[src/rtl/aes_round_key_sequencer_if.sv]
// Bus bundle between the round-key sequencer, the key expander, the key input
// port and the round engine; master is the sequencer side.
interface aes_round_key_sequencer_if;
    logic         key_load;
    logic [127:0] key_in;
    logic         key_ready;
    logic         abort;
    logic         kx_start;
    logic [127:0] kx_key;
    logic         kx_next;
    logic [31:0]  kx_round_key;
    logic [5:0]   kx_word_addr;
    logic         kx_ready;
    logic         rk_valid;
    logic         rk_ready;
    logic [127:0] rk_data;
    logic [3:0]   rk_round;
    logic         rk_last;
    logic         busy;
    logic         seq_err;

    modport master (
        input  key_load, key_in, abort, kx_round_key, kx_word_addr, kx_ready, rk_ready,
        output key_ready, kx_start, kx_key, kx_next, rk_valid, rk_data, rk_round, rk_last,
               busy, seq_err
    );

    modport slave (
        output key_load, key_in, abort, kx_round_key, kx_word_addr, kx_ready, rk_ready,
        input  key_ready, kx_start, kx_key, kx_next, rk_valid, rk_data, rk_round, rk_last,
               busy, seq_err
    );
endinterface

[src/rtl/aes_round_key_sequencer.sv]
// Drives an on-the-fly AES-128 key expander and presents whole round keys 0..LAST_ROUND.
// Optional word-address checking is enabled with macro AES_RKSEQ_CHECK_EN.
module aes_round_key_sequencer #(
    parameter int unsigned LAST_ROUND = 10
) (
    input logic                         clk,
    input logic                         rst_n,
    aes_round_key_sequencer_if.master   bus
);

    typedef enum logic [1:0] {
        ST_IDLE    = 2'd0,
        ST_GATHER  = 2'd1,
        ST_PRESENT = 2'd2,
        ST_DONE    = 2'd3
    } state_e;

    localparam logic [3:0] LAST_RND = 4'(LAST_ROUND);

    state_e       state_q, state_d;
    logic [1:0]   slot_q, slot_d;
    logic [127:0] rk_data_q, rk_data_d;
    logic [3:0]   rk_round_q, rk_round_d;
    logic         idle_s;
    logic         kx_start_s;
    logic         kx_next_s;
    logic         word_ok_s;

`ifdef AES_RKSEQ_CHECK_EN
    logic         seq_err_q, seq_err_d;

    // Expected expander word index is 4*round + slot, i.e. {round, slot}.
    assign word_ok_s   = (bus.kx_word_addr == {rk_round_q, slot_q});
    assign bus.seq_err = seq_err_q;
`else
    logic         unused_addr_s;

    assign unused_addr_s = ^bus.kx_word_addr;
    assign word_ok_s     = 1'b1;
    assign bus.seq_err   = 1'b0;
`endif

    assign idle_s     = (state_q == ST_IDLE) || (state_q == ST_DONE);
    assign kx_start_s = bus.key_load && idle_s && !bus.abort;

    assign bus.key_ready = idle_s;
    assign bus.kx_start  = kx_start_s;
    assign bus.kx_key    = bus.key_in;
    assign bus.kx_next   = kx_next_s;
    assign bus.rk_valid  = (state_q == ST_PRESENT);
    assign bus.rk_data   = rk_data_q;
    assign bus.rk_round  = rk_round_q;
    assign bus.rk_last   = (state_q == ST_PRESENT) && (rk_round_q == LAST_RND);
    assign bus.busy      = (state_q == ST_GATHER) || (state_q == ST_PRESENT);

    // Next-state, word gathering and expander advance decisions.
    always_comb begin
        state_d    = state_q;
        slot_d     = slot_q;
        rk_data_d  = rk_data_q;
        rk_round_d = rk_round_q;
        kx_next_s  = 1'b0;
`ifdef AES_RKSEQ_CHECK_EN
        seq_err_d  = seq_err_q;
`endif
        if (bus.abort) begin
            state_d = ST_IDLE;
            slot_d  = 2'd0;
        end else begin
            case (state_q)
                ST_IDLE, ST_DONE: begin
                    if (bus.key_load) begin
                        state_d    = ST_GATHER;
                        slot_d     = 2'd0;
                        rk_round_d = 4'd0;
`ifdef AES_RKSEQ_CHECK_EN
                        seq_err_d  = 1'b0;
`endif
                    end else begin
                        state_d = state_q;
                    end
                end
                ST_GATHER: begin
                    if (!bus.kx_ready) begin
                        slot_d = slot_q;
                    end else if (!word_ok_s) begin
                        // Out-of-sequence word: drop it and fall back to idle.
                        state_d   = ST_IDLE;
                        slot_d    = 2'd0;
`ifdef AES_RKSEQ_CHECK_EN
                        seq_err_d = 1'b1;
`endif
                    end else begin
                        case (slot_q)
                            2'd0:    rk_data_d[127:96] = bus.kx_round_key;
                            2'd1:    rk_data_d[95:64]  = bus.kx_round_key;
                            2'd2:    rk_data_d[63:32]  = bus.kx_round_key;
                            default: rk_data_d[31:0]   = bus.kx_round_key;
                        endcase
                        if (slot_q == 2'd3) begin
                            state_d = ST_PRESENT;
                            slot_d  = 2'd0;
                        end else begin
                            kx_next_s = 1'b1;
                            slot_d    = slot_q + 2'd1;
                        end
                    end
                end
                ST_PRESENT: begin
                    if (!bus.rk_ready) begin
                        state_d = ST_PRESENT;
                    end else if (rk_round_q == LAST_RND) begin
                        state_d = ST_DONE;
                    end else begin
                        // Moves the expander from word 3 onto the next round's word 0.
                        kx_next_s  = 1'b1;
                        rk_round_d = rk_round_q + 4'd1;
                        state_d    = ST_GATHER;
                    end
                end
                default: begin
                    state_d = ST_IDLE;
                    slot_d  = 2'd0;
                end
            endcase
        end
    end

    // State, slot counter and round-key registers.
    always_ff @(posedge clk or negedge rst_n) begin
        if (!rst_n) begin
            state_q    <= ST_IDLE;
            slot_q     <= 2'd0;
            rk_data_q  <= 128'd0;
            rk_round_q <= 4'd0;
        end else begin
            state_q    <= state_d;
            slot_q     <= slot_d;
            rk_data_q  <= rk_data_d;
            rk_round_q <= rk_round_d;
        end
    end

`ifdef AES_RKSEQ_CHECK_EN
    // Sticky sequence-error flag.
    always_ff @(posedge clk or negedge rst_n) begin
        if (!rst_n) begin
            seq_err_q <= 1'b0;
        end else begin
            seq_err_q <= seq_err_d;
        end
    end
`endif

endmodule

[src/flat_wrapper.sv]
// flat-port wrapper written by rule: the top's interface ports become plain ports
module aes_round_key_sequencer_flat 
#(
    parameter int unsigned LAST_ROUND = 10
)
  (clk, rst_n, bus_key_load, bus_key_in, bus_abort, bus_kx_round_key, bus_kx_word_addr, bus_kx_ready, bus_rk_ready, bus_key_ready, bus_kx_start, bus_kx_key, bus_kx_next, bus_rk_valid, bus_rk_data, bus_rk_round, bus_rk_last, bus_busy, bus_seq_err);
  aes_round_key_sequencer_if bus_i ();
  input logic clk;
  input logic rst_n;
  input wire logic [$bits(bus_i.key_load)-1:0] bus_key_load;
  input wire logic [$bits(bus_i.key_in)-1:0] bus_key_in;
  input wire logic [$bits(bus_i.abort)-1:0] bus_abort;
  input wire logic [$bits(bus_i.kx_round_key)-1:0] bus_kx_round_key;
  input wire logic [$bits(bus_i.kx_word_addr)-1:0] bus_kx_word_addr;
  input wire logic [$bits(bus_i.kx_ready)-1:0] bus_kx_ready;
  input wire logic [$bits(bus_i.rk_ready)-1:0] bus_rk_ready;
  output wire logic [$bits(bus_i.key_ready)-1:0] bus_key_ready;
  output wire logic [$bits(bus_i.kx_start)-1:0] bus_kx_start;
  output wire logic [$bits(bus_i.kx_key)-1:0] bus_kx_key;
  output wire logic [$bits(bus_i.kx_next)-1:0] bus_kx_next;
  output wire logic [$bits(bus_i.rk_valid)-1:0] bus_rk_valid;
  output wire logic [$bits(bus_i.rk_data)-1:0] bus_rk_data;
  output wire logic [$bits(bus_i.rk_round)-1:0] bus_rk_round;
  output wire logic [$bits(bus_i.rk_last)-1:0] bus_rk_last;
  output wire logic [$bits(bus_i.busy)-1:0] bus_busy;
  output wire logic [$bits(bus_i.seq_err)-1:0] bus_seq_err;
  assign bus_i.key_load = bus_key_load;
  assign bus_i.key_in = bus_key_in;
  assign bus_i.abort = bus_abort;
  assign bus_i.kx_round_key = bus_kx_round_key;
  assign bus_i.kx_word_addr = bus_kx_word_addr;
  assign bus_i.kx_ready = bus_kx_ready;
  assign bus_i.rk_ready = bus_rk_ready;
  assign bus_key_ready = bus_i.key_ready;
  assign bus_kx_start = bus_i.kx_start;
  assign bus_kx_key = bus_i.kx_key;
  assign bus_kx_next = bus_i.kx_next;
  assign bus_rk_valid = bus_i.rk_valid;
  assign bus_rk_data = bus_i.rk_data;
  assign bus_rk_round = bus_i.rk_round;
  assign bus_rk_last = bus_i.rk_last;
  assign bus_busy = bus_i.busy;
  assign bus_seq_err = bus_i.seq_err;
  aes_round_key_sequencer #(.LAST_ROUND(LAST_ROUND)) u_core (.clk(clk), .rst_n(rst_n), .bus(bus_i));
endmodule
[config.mk]
export PLATFORM = sky130hd
export DESIGN_NAME = aes_round_key_sequencer_flat
export DESIGN_NICKNAME = d
export VERILOG_FILES = /design/src/rtl/aes_round_key_sequencer_if.sv /design/src/rtl/aes_round_key_sequencer.sv /design/src/flat_wrapper.sv
export SDC_FILE = /design/constraint.sdc
export NUM_CORES = 1
export LEC_CHECK = 0
export BUFFER_PORTS_ARGS = -buffer_cell sky130_fd_sc_hd__buf_2
export CORE_AREA = 5 5 169 171
export CTS_BUF_LIST = sky130_fd_sc_hd__clkbuf_16
export DETAILED_ROUTE_END_ITERATION = 16
export DIE_AREA = 0 0 174 176
export PLACE_DENSITY = 0.49
export REMOVE_ABC_BUFFERS = 1
export SYNTH_ARGS = -nofsm -noshare
export SYNTH_HDL_FRONTEND = slang
export SYNTH_SLANG_ARGS = --single-unit
[constraint.sdc]
create_clock -name clk -period 1.8 [get_ports clk]
set_input_delay 0.09 -clock clk [delete_from_list [all_inputs] [get_ports clk]]
set_output_delay 0.09 -clock clk [all_outputs]
set_load 0.01 [all_outputs]
==> results.cfg <==
[die]
num_rows = 60
io_pins = 439
die_width_um = 174
die_y_um = 176
initial_utilization_pct = 24.3
die_area_um2 = 30600
core_um2 = 26700

[worst_setup_path]
crit_path_start = u_core.state_q[1]
critical_path.max_fanout = 5
timing.rr.end = u_core.bus.rk_round[1]
path_cells = buf_6 > ha_4 > and4b_1 > nor4_4 > mux2_2
slowest_delay_ns = 0.41
cp.depth = 5
critPathRequiredTime_ns = 2.10
reg2reg_slack_ns = -0.01
crit_family = simple AND/OR/NAND/NOR gates
critPathSlowestCell = dfrtp_1
critPathArrivalTime_ns = 2.11
ff2ff_path_depth = 5
end_kind = register
crit_type = register to register
crit_path_end = u_core.bus.rk_round[1]
worstReg2RegStart = u_core.state_q[1]
worst_setup_path_start_kind = register
cp_num_buf_inv = 1

[outcome]
run_status = finished with violations
violations = negative setup slack

[min_path]
min_path_cells = 3
hold_class = input port to register

[cts]
clock_latency_ns = 0.42
htreeDepth = 4
cts_buffer_depth = 2
cts_inserted_buffers = 17
tritoncts = yes
root_buffer = clkbuf_16
cts.sinks = 136
path_clk_slew_ns = 0.06

[layout]
nets = 763
final_common_cell = buf_2
mostFrequentLayoutCells = buf_2 (173), dfrtp_1 (136), mux2_2 (124)
nFillCells = 2692
regArea_um2 = 3400
multiInputGateArea_um2 = 2050
areaGrowthSynthToFinish_pct = 23.7
final_cell_area_um2 = 8030
n_antenna_cell = 0
drive_gt1_share_pct = 63.0

[placement]
io_buffers = 175
pre_cts_ws_ns = -0.00872
place_congestion = 0.938
hpwl_um = 31100
place_area_um2 = 6980

[timing]
clock-skew-final_ns = 0.00849
finalSetupViolCount = 2
final-hold-violation-count = 0
period_minus_slack_ns = 1.81
rsz0062_at_grt = yes
fin_crit_sh_pct = 101
slew_headroom_pct = 65.9
fin_ws_ns = -0.0106
worstMarginPinSlew_ns = 0.511
timing.fmax_mhz = 552
maxSlewViolCount = 0

[grt]
gr-total-overflow = 0
track_usage_pct = 23.8
grt_pass1_vias = 4492
grt_pass1_wl_um = 48000
antenna_found_initial = 0
grt_max_degree = 49

[route]
vias = 4245
drtAntennaViolNets = 0
routed_wirelength_um = 37000
drc = 0
drtIter0Drc = 152
wl_per_cell_um = 39.6
dr.pass1.iters = 4
avgViaCountPerCell = 4.54

[synthesis]
netlist_area_um2 = 6490
synth_ff_type = dfrtp_1
synth_edf_count = 0
synth_cells = 474
yosys_warnings = 0
avgSynthCellArea_um2 = 13.7
async_reset_ff_share_pct = 100
yosysUniqueCellTypes = 38
synth_seq_area_share_pct = 52.5
ys_seq_elements = 136

[pwr]
vdd_drop_max_mv = 0.619
cellLeakagePower_nw = 4.16
p_per_area_nw_per_um2 = 1350
p_total_mw = 10.8

[job]
maxCapViolCount = 0
[worst register-to-register path: cells and delay by family, from the launching register on]
| kind | cells | cell delay (ns) |
|---|---|---|
| simple gates | 2 | 0.61 |
| flops | 1 | 0.41 |
| mux | 1 | 0.37 |
| fa+ha+maj | 1 | 0.17 |
| buf+inv | 1 | 0.14 |
[worst min-delay path by stage]
stage / start / end
2_1_floorplan: rst_n / u_core.bus.rk_data[0]
3_3_place_gp: rst_n / u_core.bus.rk_data[67]
6_report: bus_abort / u_core.state_q[1]
3_5_place_dp: rst_n / u_core.bus.rk_data[5]
4_1_cts: bus_rk_ready / u_core.state_q[1]
5_1_grt: bus_abort / u_core.state_q[1]
[metal layers]
layer  up-vias  global-route usage, %  share of wire [%]
li1       1704                      -                  -
met3        55                   30.1                 27
met1      2034                   20.1                 29
met5         -                   8.81               0.75
met2       444                   33.8                 41
met4         8                   5.64                2.5
[Yosys cell counts (2+ instances only)]
cell type | n | share of area [%]
mux2_2 | 124 | 22
a21oi_1 | 2 | 0.15
mux2i_1 | 5 | 0.77
mux2_1 | 6 | 1.0
a31oi_1 | 2 | 0.19
nand2b_1 | 2 | 0.19
nand3_4 | 3 | 0.81
nand2_1 | 5 | 0.29
nor2_1 | 2 | 0.12
inv_1 | 8 | 0.46
dfrtp_1 | 136 | 52
nand3_1 | 2 | 0.15
buf_6 | 9 | 1.6
buf_2 | 4 | 0.31
buf_4 | 131 | 15
ha_1 | 9 | 1.7
nor2b_1 | 3 | 0.29
[kinds of logic after synthesis]
kind of cell,Yosys count,share of synthesized area (%)
buffers and inverters,153,17.6
other,1,0.0578
and+or+nand+nor,27,3.24
adders and majority gates,9,1.74
DFF,136,52.5
AOI/OAI and AO/OA,13,1.62
muxes,135,23.3
[through the flow]
| stage | instances | hold slack, ns | setup TNS, ns | utilization, % |
|---|---|---|---|---|
| 6_report | 935 | 0.102 | -0.0143 | 30.0 |
| 3_3_place_gp | 866 | 0.0430 | 0 | 26.1 |
| 4_1_cts | 932 | 0.0495 | -0.0910 | 29.6 |
| 3_5_place_dp | 866 | 0.0526 | -0.0169 | 26.1 |
| 5_1_grt | 935 | 0.0885 | -0.120 | 30.0 |
| 2_1_floorplan | 329 | -0.206 | -17.67 | - |
[flip-flops by register name, summed over array words and instances (netlist names)]
| register | cells |
|---|---|
| u_core.state_q | 2 |
| u_core.slot_q | 2 |
| u_core.bus.rk_round | 4 |
| u_core.bus.rk_data | 128 |
[cell type report]
| class | count | area share [%] |
|---|---|---|
| Clock buffer | 17 | 5.30 |
| Clock inverter | 14 | 1.68 |
| Inverter | 8 | 0.374 |
| Multi-Input combinational cell | 185 | 25.5 |
| Sequential cell | 136 | 42.4 |
| Tap cell | 341 | 5.31 |
| Timing Repair Buffer | 234 | 19.4 |
[report_power, final]
part	total, mW	switching, mW	internal [mW]	leakage, nW
sequential	4.47	0.502	3.97	1.79
clock	3.38	1.36	2.01	0.271
combinational	2.99	1.45	1.54	2.10
[repair_timing]
| item | 4_1_cts | 5_1_grt |
|---|---|---|
| gates resized for setup | 5 | 18 |
| endpoints found under the setup margin | 22 | 28 |
| setup buffers | 2 | 4 |
| endpoints found under the hold margin | 172 | 0 |
| pin swaps | 1 | 7 |
| hold buffers | 33 | 0 |
Power figures use the tool's default switching activity.
